`src/rtl/serial_subtractor.sv`:
```
// serial_subtractor: bit-serial LSB-first a-b using one full-subtractor cell and a registered borrow
// Define SERIAL_SUB_OVF_EN to enable the signed overflow flag; otherwise overflow is tied to 0.
module serial_subtractor #(
  parameter int WIDTH = 8
) (
  input  logic             clk,
  input  logic             reset,
  input  logic             start,
  input  logic [WIDTH-1:0] op_a,
  input  logic [WIDTH-1:0] op_b,
  output logic             busy,
  output logic             done,
  output logic [WIDTH-1:0] diff,
  output logic             borrow_out,
  output logic             overflow
);
  localparam int CW = $clog2(WIDTH) + 1;
  typedef enum logic [1:0] {IDLE, SHIFT, DONE} state_t;
  state_t state, state_n;
  logic [CW-1:0] cnt;
  logic [WIDTH-1:0] sa, sb, res, res_n;
  logic br, br_n, d, last;
  always_comb begin
    d = sa[0] ^ sb[0] ^ br;
    br_n = (~sa[0] & sb[0]) | (~(sa[0] ^ sb[0]) & br);
    res_n = {d, res[WIDTH-1:1]};
    last = cnt == CW'(WIDTH - 1);
  end
  always_ff @(posedge clk)
    if (reset) state <= IDLE;
    else state <= state_n;
  always_comb
    state_n = (state == IDLE && start) ? SHIFT :
              (state == SHIFT && last) ? DONE :
              (state == DONE) ? IDLE : state;
  always_comb begin
    busy = state != IDLE;
    done = state == DONE;
  end
  always_ff @(posedge clk)
    if (reset) begin
      sa <= '0;
      sb <= '0;
      res <= '0;
      br <= 1'b0;
      cnt <= '0;
      diff <= '0;
      borrow_out <= 1'b0;
    end else if (state == IDLE && start) begin
      sa <= op_a;
      sb <= op_b;
      res <= '0;
      br <= 1'b0;
      cnt <= '0;
    end else if (state == SHIFT) begin
      sa <= sa >> 1;
      sb <= sb >> 1;
      res <= res_n;
      br <= br_n;
      cnt <= cnt + 1'b1;
      if (last) begin
        diff <= res_n;
        borrow_out <= br_n;
      end
    end
`ifdef SERIAL_SUB_OVF_EN
  logic a_msb, b_msb;
  // on the last shift d is the result MSB
  always_ff @(posedge clk)
    if (reset) begin
      a_msb <= 1'b0;
      b_msb <= 1'b0;
      overflow <= 1'b0;
    end else if (state == IDLE && start) begin
      a_msb <= op_a[WIDTH-1];
      b_msb <= op_b[WIDTH-1];
    end else if (state == SHIFT && last) begin
      overflow <= (a_msb != b_msb) && (d != a_msb);
    end
`else
  assign overflow = 1'b0;
`endif
endmodule

```
`config.mk`:
```
export PLATFORM = sky130hd
export DESIGN_NAME = serial_subtractor
export DESIGN_NICKNAME = d
export VERILOG_FILES = /design/src/rtl/serial_subtractor.sv
export SDC_FILE = /design/constraint.sdc
export NUM_CORES = 1
export LEC_CHECK = 0
export CORE_ASPECT_RATIO = 1.2
export CORE_MARGIN = 2
export CORE_UTILIZATION = 42
export CTS_CLUSTER_DIAMETER = 100
export DETAILED_ROUTE_END_ITERATION = 8
export GPL_TIMING_DRIVEN = 0
export RECOVER_POWER = 25
export SYNTH_ARGS = -nofsm -noshare
export SYNTH_HDL_FRONTEND = slang
export SYNTH_SLANG_ARGS = --single-unit
export TNS_END_PERCENT = 30
```
`constraint.sdc`:
```
create_clock -name clk -period 1.45 [get_ports clk]
set_input_delay 0.145 -clock clk [delete_from_list [all_inputs] [get_ports clk]]
set_output_delay 0.145 -clock clk [all_outputs]
set_load 0.02 [all_outputs]
```
# Yosys cells after proc, flatten, opt, wreduce, memory -nomap -nowiden
# Index checks and enable logic that the tools add are counted.
# Widths: inputs -> output; s select.
[op_classes] bitwise_logic=8 n_mux=7 n_div=0 n_lt_le_gt_ge=0 addsub=1 shift=0 eq_ne=3 reduce_logical=9 n_mul=0
[op_table] op="$mux 8" count=4
[op_table] op="$reduce_bool 2->1" count=3
[op_table] op="$add 4x1->4 const B" count=1
[op_table] op="$eq 4x3->1 const B" count=1
[op_table] op="$mux 2" count=2
[op_table] op="$not 1->1" count=3
[op_table] op="$reduce_and 3->1" count=1
[op_table] op="$reduce_bool 3->1" count=1
[op_table] op="$and 1x1->1" count=2
[op_table] op="$eq 2x1->1 const B" count=1
[op_table] op="$eq 2x2->1 const B" count=1
[op_table] op="$logic_and 1x1->1" count=2
[op_table] op="$logic_not 2->1" count=1
[op_table] op="$reduce_or 2->1" count=1
[op_table] op="$xor 1x1->1" count=2
[op_table] op="$mux 1" count=1
[op_table] op="$or 1x1->1" count=1
[word_totals] ram_bits=0 input_bits=19 rom_bits=0 reg_bits=40 latch_bits=0 memories=0 elab_cells=37 out_inout_bits=12

# Longest topological paths before layout
# Gate-level depths: netlist (run 1).
[depth] ltp_word=4 depth_mapped=6 ltp_nobuf=4

# Least setup slack after synthesis (run 1)
# OpenSTA, ideal clock, no wires.
[synth_timing] path_kind="reg2out" from="reg state[1]" to="out done" path_stages_with_launch=5 setup_slack_ps=254 arrival_ps=1051 path_buffers=2 required_ps=1305 path_cell_list="dfxtp_1 -> buf_2 -> buf_4 -> inv_1 -> nor2_1"
[synth_via] elab_chain_len=1
[synth_rtl] item="start, declared" line="19" source="state_t state, state_n;"
[synth_rtl] item="start signal, assigned" line="31" source="else state <= state_n;"
[synth_rtl] item="$eq 2x2->1" line="38" source="done = state == DONE;"
[synth_rtl] item="end, declared" line="12" source="output logic done,"
# No other way between the ends.

# Worst setup path in the final report (run 1)
[layout_timing] from="reg state[0]" to="out busy"
[layout_via] elab_chain_len=1
[layout_rtl] item="$reduce_bool 2->1" line="37" source="busy = state != IDLE;"
[layout_rtl] item="end, declared" line="11" source="output logic busy,"
# No other way between the ends.

==> results of run 1 <==
repair_timing:
| item | 4_1_cts | 5_1_grt |
|---|---|---|
| gates resized for setup | 21 | 6 |
| gates cloned | 0 | 1 |
| buffers inserted | 0 | 2 |
| setup endpoints to repair | 2 | 2 |
| pin swaps | 0 | 1 |
cells in the mapped netlist, drive strengths merged, types with 3 or more instances:
master,n
dfxtp,39
a21oi,32
nor2,31
nand2b,21
buf,17
nand2,17
inv,14
o221a,10
mux2i,8
a211oi,3
nor3,3
or3b,3
cells in the final DEF, fill, tap and decap left out, types with 2 or more instances in the layout:
master / instances
buf_8: 3
nor3_1: 2
buf_2: 5
a22oi_1: 2
nand2b_1: 21
a21oi_2: 8
buf_4: 4
or3b_1: 3
nor2_2: 2
a21oi_1: 24
inv_1: 14
or2_4: 2
clkdlybuf4s50_1: 25
clkbuf_8: 6
clkbuf_1: 2
mux2i_1: 8
buf_6: 8
nand2_1: 17
clkbuf_2: 2
nor2b_1: 2
a211oi_2: 2
dfxtp_1: 37
o221a_2: 9
nor2_1: 28
critical path: cells and delay by family (launching register included):
kind | cells | cell delay [ns]
buf+inv | 3 | 0.38
flops | 1 | 0.33
simple gates | 1 | 0.24
per-layer routing:
| layer | up-vias | global-route usage, % | share of wire (%) | wire, um |
|---|---|---|---|---|
| li1 | 815 | - | - | - |
| met1 | 722 | 22.4 | 45 | 1890 |
| met2 | 32 | 30.4 | 50 | 2060 |
| met3 | 5 | 3.68 | 3.8 | 160 |
| met4 | 0 | 4.90 | 1.1 | 47 |
| met5 | - | 0 | 0 | 0 |
worst max path at each step:
| stage | end | slack (ns) | cells past startpoint |
|---|---|---|---|
| global route | diff[6]$_SDFFE_PP0P_ | -0.006 | 5 |
| global placement | done | -0.32 | 5 |
| detailed placement | done | -0.32 | 5 |
| floorplan | done | 0.25 | 4 |
| finish | busy | 0.06 | 4 |
| CTS | done | 0.01 | 5 |
registers in the layout, summed over array words and instances (netlist names):
name	cells
diff	8
sa	8
sb	8
res	7
cnt	4
state	2
borrow_out	1
br	1
final cells by class:
cell class,instances,share of cell area (%)
Buffer,19,6.67
Clock buffer,6,3.33
Clock inverter,2,1.41
Inverter,14,2.12
Multi-Input combinational cell,151,40.0
Sequential cell,39,31.7
Tap cell,58,2.93
Timing Repair Buffer,30,11.8
per-stage QoR:
stage / setup WS, ns / hold slack, ns / instances / power (mW)
5_1_grt: -0.00598 / 0.270 / 319 / 2.69
3_3_place_gp: -0.315 / 0.452 / 308 / 1.61
4_1_cts: 0.0137 / 0.246 / 316 / 2.59
3_5_place_dp: -0.320 / 0.453 / 308 / 1.61
6_report: 0.0574 / 0.257 / 319 / 2.56
2_1_floorplan: 0.254 / 0.306 / 223 / 1.49
power by group through the flow:
stage / clock network [mW] / logic, mW / registers (mW)
after floorplan: 0 / 0.306 / 1.18
after global placement: 0 / 0.415 / 1.20
after detailed placement: 0 / 0.417 / 1.19
after CTS: 0.987 / 0.433 / 1.17
after global routing: 1.03 / 0.480 / 1.18
final: 0.953 / 0.434 / 1.17
kinds of logic (layout without fill, tap and decap cells):
group                    after synthesis  in the layout  share of synthesized area, %
AO/OA/AOI/OAI                         53             53                          20.8
XOR/XNOR                               2              2                         0.895
adder cells (fa/ha/maj)                2              2                          1.66
buffers and inverters                 33             71                          9.65
flip-flops                            39             39                          39.9
multiplexers                           9              9                          4.66
other                                  1              1                         0.192
AND/OR/NAND/NOR                       84             84                          22.2
==> impl_summary.md, run 1 <==
Global routing
Global routing finished with a remaining overflow of 0. The pin count of the biggest net entering global routing is 13. The initial antenna violation count is 0. The via count of the first global-routing pass is approximately 1500. Global routing used 17.8% of the available tracks.

The global-route wire length before repair is 7.25 mm.

Clocking
The depth of the CTS H-tree is 2. The clock passes through at most 2 buffers. Hold repair after CTS inserted 0 buffers. TritonCTS built the clock tree.

For the worst-skew pair, the clock arrives at the later sink with an insertion delay of approximately 0.29 ns. The cell at the root of the clock tree is clkbuf_8. The number of clock buffers inserted by TritonCTS is 5. The total clock sinks is 39.

After clock tree synthesis, the clock-pin slew on the worst setup and hold paths is around 0.080 ns.

Floorplanning
The standard cell core area is 4530 um2. The width of the die is roughly 66 um. The floorplan has 27 rows. The die height is between 70 and 80 um. The initial core utilization is between 40 and 50%.

The floorplan step defined a die boundary enclosing between 5000 and 6000 um2. The count of boundary I/O pins is 31.

Place
Port buffering added 27 buffers. The global placer's final weighted congestion is ~0.73. The post-detailed-placement cell area is ~2300 um2. The HPWL after detailed placement is just under 3 mm.

Setup path
The most critical setup path has its startpoint at state[0]$_SDFFE_PP0P_. The classification of the worst setup path is reg2out. At the worst endpoint, the arrival time is about 1.3 ns.

The largest single stage delay on the critical path is ~0.33 ns. Counting stages on the worst path, the most repeated cell is buf_6. The signal on the critical path passes through buf_6, buf_8, or2_4, buf_6. The reg-to-reg critical path endpoint is sa[6]$_SDFFE_PP0P_. The critical path required time is roughly 1.3 ns. The worst setup path is launched from a flop. STA classifies the critical path endpoint as an output port. Of all nets on the critical path, the largest fanout is 10.

The start of the worst register-to-register path is state[0]$_SDFFE_PP0P_. The worst reg2reg path depth is 5. The internal reg-to-reg setup slack is roughly 0.12 ns. The cell with the largest stage delay on the worst path is dfxtp_2.

Final layout
The area added between synthesis and finish is 26.5%. 0 antenna diodes ended up in the layout. The number of nets in the layout is roughly 280. The total area of multi-input combinational cells is just under 1000 um2.

The sequential cell area is around 790 um2. The fraction of layout instances using a drive strength above 1 is between 20% and 30%. The design area is roughly 2500 um2. Measured on the finished design, the core utilization comes to a little over half. The layout has between 400 and 500 filler cells.

Pwr
The relative contribution of combinational cells to total power is approximately 17%. In this run the power density over the cells is approximately 1000 nW/um2. The internal power of the cells totals ~1.9 mW. In this run the static leakage power is 0.939 nW.

The switching power of the nets is 0.648 mW. The power share of the sequential group is a little under half. Per report_power, the clock group accounts for between 30% and 40% of the total. The worst vdd rail ir drop is between 0.0006 and 0.0007 V. In this run switching power makes up 25.3% of total power.

Synthesis
The top cell type by area accounts for between 30% and 40% of the synthesized area. By area the synthesized netlist is led by dfxtp_1 (40%), nand2b_1 (6.4%), a21oi_1 (6.1%). Counting flops with an async set or reset pin after synthesis yields a share of 0%. The Yosys step of the flow raised 0 warnings. The most used flip-flop cell after synthesis is dfxtp_1. The post-synth net total is about 240. The leading area contributor after synthesis is dfxtp_1. The number of synthesized register bits is 39.

The count of cell types in the netlist is 42. Dividing the synthesized area by the synthesized cell count gives 8.78 um2. The count of flip-flops with a built-in enable after synthesis is 0. The cell area after synthesis is roughly 2000 um2. The synthesized instance count is 223. Of the synthesized area, sequential elements account for 39.9%.

Route
The total iterations of the first detailed-routing run is 4. After detailed routing, the number of vias per cell comes to ~4.9. For this block, the via count after detailed routing is roughly 1600. The remaining antenna violation count is 0.

For this block, the routed nets add up to 4.16 mm of wire. The first routing iteration left 69 violations. The number of design rule violations left after detail routing is 0. The wire length per cell after detailed routing is between 10 and 15 um.

STA
The final setup violation count is 0. The share of the clock period used by the worst path is 96.0%. The maximum achievable frequency is between 0.7 and 0.8 GHz.

The clock tree skew after final layout is about 0.0042 ns. The final setup TNS is 0 ns. The final-report max-slew violation count is 0. The minimum clock period is 1.39 ns.

The number of endpoints with negative hold slack in the final report came to 0.

Min path
The worst hold path depth is 3. The worst hold path terminates at diff[6]$_SDFFE_PP0P_. The hold path startpoint is reset.

The worst hold path class is in2reg.

Run
The max-cap check violation count is 0.

Run status
The flow ran to the end, and the final reports show no timing, DRC or antenna violations.
(Power assumes the default switching activity.)
==> run 2, diff against run 1 <==
- GPL_TIMING_DRIVEN: 0 -> 1
==> run 2 against run 1 <==
  * Cell area is 1.8% lower
  * Maximum frequency grew 0.55%
  * Register-to-register slack got worse by 0.02 ns
  * Count of clock-buffer cells in the layout fell by 1
  * Final cell count is 0.94% lower
  * Non-clock buffer count down 3
==> impl_summary.md, run 2 (synthesized netlist as in run 1, its figures left out) <==
Route
The wire length per cell after detailed routing is 12.0 um (-7.9%). The average via count per standard cell is 4.88 (-1.2%). The number of design rule violations left after detail routing is 0 (unchanged). The remaining antenna violation count came to 0 (unchanged).

The total iterations of the first detailed-routing run is 4 (unchanged). The DRC marker count from the first detailed-route iteration is 64 (-7.2%). The total number of vias is 1541 (-2.1%). The post-detailed-routing wire length is 3.80 mm (-8.8%).

Place
The global placer's final weighted congestion came to 0.738 (+0.78%). The detailed-placement wirelength estimate came to 2.73 mm (-6.2%). The count of port buffers added during placement came to 29 (+7.4%).

STA
The final setup TNS was 0 ns (unchanged). The share of the clock period used by the worst path is 95.5% (-0.53 points). The final-report max-slew violation count was 0 (unchanged). The clock tree skew after final layout is 0.00804 ns (+0.00379 ns).

The minimum clock period is 1.38 ns (-0.00768 ns). The number of endpoints with negative hold slack in the final report is 0 (unchanged). The final setup violation count is 0 (unchanged). Setup repair after global routing left no endpoint under its margin. The maximum achievable frequency is 0.722 GHz (+0.55%).

Global routing
The via count of the first global-routing pass was 1515 (-1.6%). The global-route total usage across every layer is 16.0% (-1.7 points). The total global routing overflow was 0 (unchanged).

The initial antenna violation count is 0 (unchanged). The global-route wire length before repair is 6.58 mm (-9.3%). The pin count of the biggest net entering global routing is 24 (+11).

Setup path
The critical path in this run is classified as reg2out. The number of buffers and inverters on the critical path is 1 (-2). The largest stage delay on the critical path is 0.61 ns (+0.28 ns). The internal reg-to-reg setup slack was 0.10 ns (-0.02 ns). The signal arrival time at the worst endpoint is 1.24 ns (about the same). The worst reg2reg path depth came to 5 (unchanged). The start of the worst register-to-register path is state[0]$_SDFFE_PP0P_.

The critical path required time is 1.31 ns (about the same). Among all stages on the critical path, the largest delay is contributed by clkdlybuf4s50_1. The critical path launch point type is a flop. The maximum fanout along the worst path was 2 (-8). The signal on the critical path passes through clkdlybuf4s50_1. The worst setup path is captured at an output port. The endpoint identified for the worst register-to-register timing path is sb[0]$_SDFFE_PP0P_. The largest delay contributor family on the critical path is buffers and inverters.

Final layout
The library cells used most frequently in the layout, excluding fill and tap cells, are dfxtp_1 (37), nor2_1 (29), clkdlybuf4s50_1 (26). The number of nets in the layout is 278 (-1.1%). The number of antenna repair diodes came to 0 (unchanged). The fraction of layout instances using a drive strength above 1 was 20.5% (-2.4 points). The final core utilization is 53.7% (-1.0 points). The leading cell type in the layout, fill and taps excluded is dfxtp_1. The filler cell count is 460 (+2.2%). In the final layout, the registers with the most flip-flops are diff (8), sa (8), sb (8). The area growth from synthesis to layout is 24.2%.

Floorplanning
The overall die area is 5230 um2 (unchanged). The die height is 78.8 um (unchanged). The count of boundary I/O pins is 31 (unchanged). The standard cell core area came to 4530 um2 (unchanged). The width of the die came to 66.3 um (unchanged). The number of standard-cell rows in the floorplan came to 27 (unchanged). The initial core utilization is 43.3% (unchanged).

Clocking
The count of buffers added by post-CTS timing repair for setup is 0 (unchanged). The clock latency on the worst-skew pair is 0.29 ns (about the same). The depth of the CTS H-tree was 2 (unchanged). The number of clock buffers inserted by TritonCTS came to 5 (unchanged). The number of buffers added to fix hold violations after cts came to 0 (unchanged).

The buffer levels on the longest clock path is 2 (unchanged). The cell at the root of the clock tree is clkbuf_8. TritonCTS built the clock tree. The clock input transition at the sequential cells of the worst setup and hold paths came to 0.08 ns (about the same). The total clock sinks is 39 (unchanged).

Pwr
The total power per unit cell area was 955 nW/um2 (-7.5%). The worst vdd rail ir drop came to 0.000473 V (-28%). The static power due to leakage is 0.913 nW (-2.8%).

Min path
The worst hold path depth was 2 (-1). In this run the worst hold path is classified as reg2reg. The path with the worst hold slack has its endpoint at res[1]$_SDFFE_PP0P_. The startpoint identified for the worst hold timing path is res[1]$_SDFFE_PP0P_.

Run status
The flow ran to the end, and the final reports show no timing, DRC or antenna violations.

Run
The max-cap check violation count came to 0 (unchanged).
==> run 2: worst max-delay path by stage <==
stage / start / to / slack [ns] / cells after the start
2_1_floorplan: state[1]$_SDFFE_PP0P_ / done / 0.25 / 4
3_3_place_gp: start / sb[3]$_SDFFE_PP0P_ / 0.02 / 5
3_5_place_dp: start / sb[3]$_SDFFE_PP0P_ / -0.02 / 5
4_1_cts: borrow_out$_SDFFE_PP0P_ / borrow_out / 0.04 / 1
5_1_grt: diff[2]$_SDFFE_PP0P_ / diff[2] / 0.003 / 1
6_report: borrow_out$_SDFFE_PP0P_ / borrow_out / 0.07 / 1
==> run 2: power breakdown <==
group          switching [mW]  total [mW]  internal [mW]
Combinational           0.200       0.422          0.222
Clock                   0.391       0.725          0.334
Sequential             0.0454        1.18           1.13
==> run 2: tightest hold or removal path: stages, from the launching register on <==
cell     delay (ns)
dfxtp_1        0.32
nand2_1        0.05
a21oi_1        0.05
==> run 2: cell type report <==
class,count,area (um2),area share [%]
Clock buffer,5,68.8,2.83
Clock inverter,3,20.0,0.823
Inverter,14,52.6,2.16
Multi-Input combinational cell,151,995,40.9
Sequential cell,39,783,32.2
Tap cell,58,72.6,2.98
Timing Repair Buffer,46,440,18.1
==> run 2: timing repair <==
item	in CTS	in global routing
endpoints found under the hold margin	0	0
endpoints found under the setup margin	2	6
resized for setup	4	1
pin swaps	0	0
==> run 2: per-stage QoR <==
stage | instance area, um2 | total power [mW] | hold WS, ns | cells | setup slack [ns]
2_1_floorplan | 1960 | 1.49 | 0.306 | 223 | 0.254
3_3_place_gp | 2340 | 1.63 | 0.456 | 308 | 0.0223
3_5_place_dp | 2340 | 1.63 | 0.457 | 308 | -0.0208
4_1_cts | 2430 | 2.36 | 0.469 | 316 | 0.0410
5_1_grt | 2430 | 2.45 | 0.490 | 316 | 0.00288
6_report | 2430 | 2.32 | 0.463 | 316 | 0.0651
==> run 2: per-layer routing <==
metal | wire (um) | global-route usage [%] | part of all wire (%)
met3 | 145 | 4.53 | 3.8
met2 | 1780 | 26.5 | 47
met1 | 1810 | 19.8 | 48
met5 | 0 | 0 | 0
met4 | 58 | 5.51 | 1.5
==> run 3, diff against run 2 <==
--- a/config.mk
+++ b/config.mk
@@ -8,8 +8,9 @@
 export CORE_ASPECT_RATIO = 1.2
 export CORE_MARGIN = 2
-export CORE_UTILIZATION = 42
+export CORE_UTILIZATION = 53
 export CTS_CLUSTER_DIAMETER = 100
 export DETAILED_ROUTE_END_ITERATION = 8
 export GPL_TIMING_DRIVEN = 1
+export PLACE_DENSITY = 0.79
 export RECOVER_POWER = 25
 export SYNTH_ARGS = -nofsm -noshare
==> constraint.sdc (replaced) <==
create_clock -name clk -period 1.45 [get_ports clk]
set_input_delay 0.145 -clock clk [delete_from_list [all_inputs] [get_ports clk]]
set_output_delay 0.145 -clock clk [all_outputs]
set_load 0.05 [all_outputs]
==> run 3 against run 2 <==
  * Hold slack improved by 0.0075 ns
  * Clock skew fell by 0.0046 ns
  * Setup slack got worse by 0.024 ns
  * First-iteration DRC count fell by 42%
  * Sequential cell count did not move
  * Non-clock buffer count fell by 4
  * Largest power group unchanged
==> impl_summary.md, run 3 (synthesized netlist as in run 1, its figures left out) <==
Route
The remaining antenna violation count is 0 (unchanged). The post-detailed-routing wire length was 3.65 mm (-3.8%). The number of design rule violations left after detail routing came to 0 (unchanged). The total iterations of the first detailed-routing run is 4 (unchanged). The DRC marker count from the first detailed-route iteration is 37 (-42%). The total number of vias is 1514 (-1.8%). The average via count per standard cell is 5.17 (+6.0%). The wire length per cell after detailed routing is 12.5 um (+3.8%).

Pwr
The static power due to leakage is 0.891 nW (-2.3%). The worst vdd rail ir drop is 0.000699 V (+48%). The total power per unit cell area is 983 nW/um2 (+2.9%).

Floorplanning
The count of boundary I/O pins is 31 (unchanged). The width of the die is 59.5 um (-10%). The initial core utilization was 54.8% (+12 points). The standard cell core area was 3570 um2 (-21%). The die height was 70.6 um (-10%).

The overall die area came to 4200 um2 (-20%). The number of standard-cell rows in the floorplan is 24 (-11%).

Min path
The worst hold path depth came to 2 (unchanged). The worst hold path belongs to the class reg2reg.

STA
The worst hold margin came to 0.471 ns (+0.00747 ns). Setup repair after global routing left no endpoint under its margin. The number of endpoints with negative hold slack in the final report is 0 (unchanged). The clock tree skew after final layout is 0.00341 ns (-0.00462 ns). The smallest setup slack after layout is 0.0413 ns (-0.0238 ns).

The share of the clock period used by the worst path is 97.2% (+1.6 points). The final setup TNS is 0 ns (unchanged). The measured slew at the worst slew-check pin is ~0.60 ns.

The maximum achievable frequency came to 0.710 GHz (-1.7%). The final-report max-slew violation count is 0 (unchanged). The minimum clock period is 1.41 ns (+0.0238 ns).

The worst pin sits at a relative slew slack of between 60% and 70%. The final setup violation count was 0 (unchanged).

Final layout
The fraction of layout instances using a drive strength above 1 came to 20.9% (+0.32 points). The number of antenna repair diodes is 0 (unchanged). The number of non-filler instances in the completed layout came to 293 (-7.3%). The number of nets in the layout is 274 (-1.4%). From synthesis to final layout, the design area changed by 20.4%. The final core utilization is 66.0% (+12 points). The filler cell count is 310 (-33%). The largest registers in the layout are diff (8), sa (8), sb (8).

The leading cell type in the layout, fill and taps excluded is dfxtp_1. The top cell types in the final layout, fill and taps aside, are dfxtp_1 (37), nor2_1 (28), a21oi_1 (24).

Run
The max-cap check violation count is 0 (unchanged).

Clocking
The depth of the CTS H-tree is 2 (unchanged). The clock latency on the worst-skew pair is 0.29 ns (about the same). CTS placed an instance of clkbuf_8 at the clock tree root. The number of clock buffers inserted by TritonCTS came to 5 (unchanged). The buffer levels on the longest clock path came to 2 (unchanged). The CTS tree is yes.

The number of buffers added to fix hold violations after cts is 0 (unchanged). The total clock sinks is 39 (unchanged). The clock input transition at the sequential cells of the worst setup and hold paths is 0.07 ns (about the same).

Setup path
The maximum fanout along the worst path is 17 (+15). The classification of the worst setup path is reg2out. The largest delay contributor family on the critical path is flip-flops. The number of buffers and inverters on the critical path is 2 (+1). The critical path required time is 1.31 ns (about the same). The worst reg2reg path depth is 5 (unchanged). The largest stage delay on the critical path is 0.36 ns (-0.25 ns). The signal arrival time at the worst endpoint is 1.26 ns (+0.02 ns).

The count of cell instances traversed by the critical path was 3 (+2). The most common cell type on the critical path is buf_12. For this design, the slowest cell found on the critical path is dfxtp_2.

The worst setup path is captured at an output port. The critical path launch point type is a flop. Walking the worst path, the cells encountered are buf_12, or2_1, buf_12.

Place
The detailed-placement wirelength estimate is 2.58 mm (-5.4%). The global placer's final weighted congestion came to 0.806 (+9.1%). The count of port buffers added during placement is 29 (unchanged). The cell count after placement is 285 (-7.5%).

The post-placement setup slack is -0.0178 ns (+0.00299 ns).

Global routing
The pin count of the biggest net entering global routing was 23 (-4.2%). The initial antenna violation count is 0 (unchanged). The via count of the first global-routing pass is 1351 (-11%). The global-route wire length before repair was 6.15 mm (-6.5%). The total global routing overflow is 0 (unchanged). The global-route total usage across every layer is 19.0% (+3.0 points).

Run status
The flow ran to the end, and the final reports show no timing, DRC or antenna violations.
==> run 3: cell types whose count changed in the layout (fill, tap and decap cells not counted), sizes merged <==
cell | previous run | this run
clkinv | 1 | 3
clkinvlp | 2 | 0
clkbuf | 5 | 15
clkdlybuf4s50 | 26 | 17
buf | 17 | 14
dlygate4sd2 | 2 | 0
==> run 3: area by class of cell <==
cell class / instances / area (um2) / share of cell area (%)
Multi-Input combinational cell: 151 / 991 / 42.0
Sequential cell: 39 / 783 / 33.2
Timing Repair Buffer: 42 / 399 / 16.9
Clock buffer: 5 / 68.8 / 2.92
Inverter: 14 / 52.6 / 2.23
Tap cell: 39 / 48.8 / 2.07
Clock inverter: 3 / 15.0 / 0.637
==> run 3: metrics by stage <==
stage | total power [mW] | instance area [um2]
after global placement | 1.63 | 2310
after detailed placement | 1.64 | 2310
after global routing | 2.44 | 2360
final | 2.32 | 2360
after floorplan | 1.50 | 1960
after CTS | 2.35 | 2390
==> run 3: where the power goes <==
part	total [mW]	switching [mW]	internal (mW)
logic	0.441	0.213	0.228
registers	1.18	0.0454	1.13
clock network	0.700	0.371	0.329
==> run 3: routing by layer <==
metal | part of all wire (%) | global-route usage (%) | vias to the layer above
li1 | - | - | 800
met1 | 46 | 24.8 | 682
met2 | 49 | 29.7 | 28
met3 | 3.7 | 6.03 | 4
met4 | 0.47 | 6.06 | 0
met5 | 0 | 0 | -
==> run 3: worst paths after layout <==
check / end / slack [ns] / startpoint
worst max-delay path: busy / 0.04 / state[0]$_SDFFE_PP0P_
worst min-delay path: diff[0]$_SDFFE_PP0P_ / 0.47 / diff[0]$_SDFFE_PP0P_
worst max register to register: diff[5]$_SDFFE_PP0P_ / 0.12 / cnt[0]$_SDFFE_PP0P_
worst min register to register: diff[0]$_SDFFE_PP0P_ / 0.47 / diff[0]$_SDFFE_PP0P_
==> run 3: timing repair <==
action,CTS,global route
pin swaps,0,0
buffers inserted,0,0
setup endpoints to repair,1,1
resized for setup,1,1
==> run 3: worst min-delay path: cells and delay by family (launching register included) <==
kind	cells	cell delay, ns
DFF	1	0.31
and+or+nand+nor	1	0.06
muxes	1	0.05
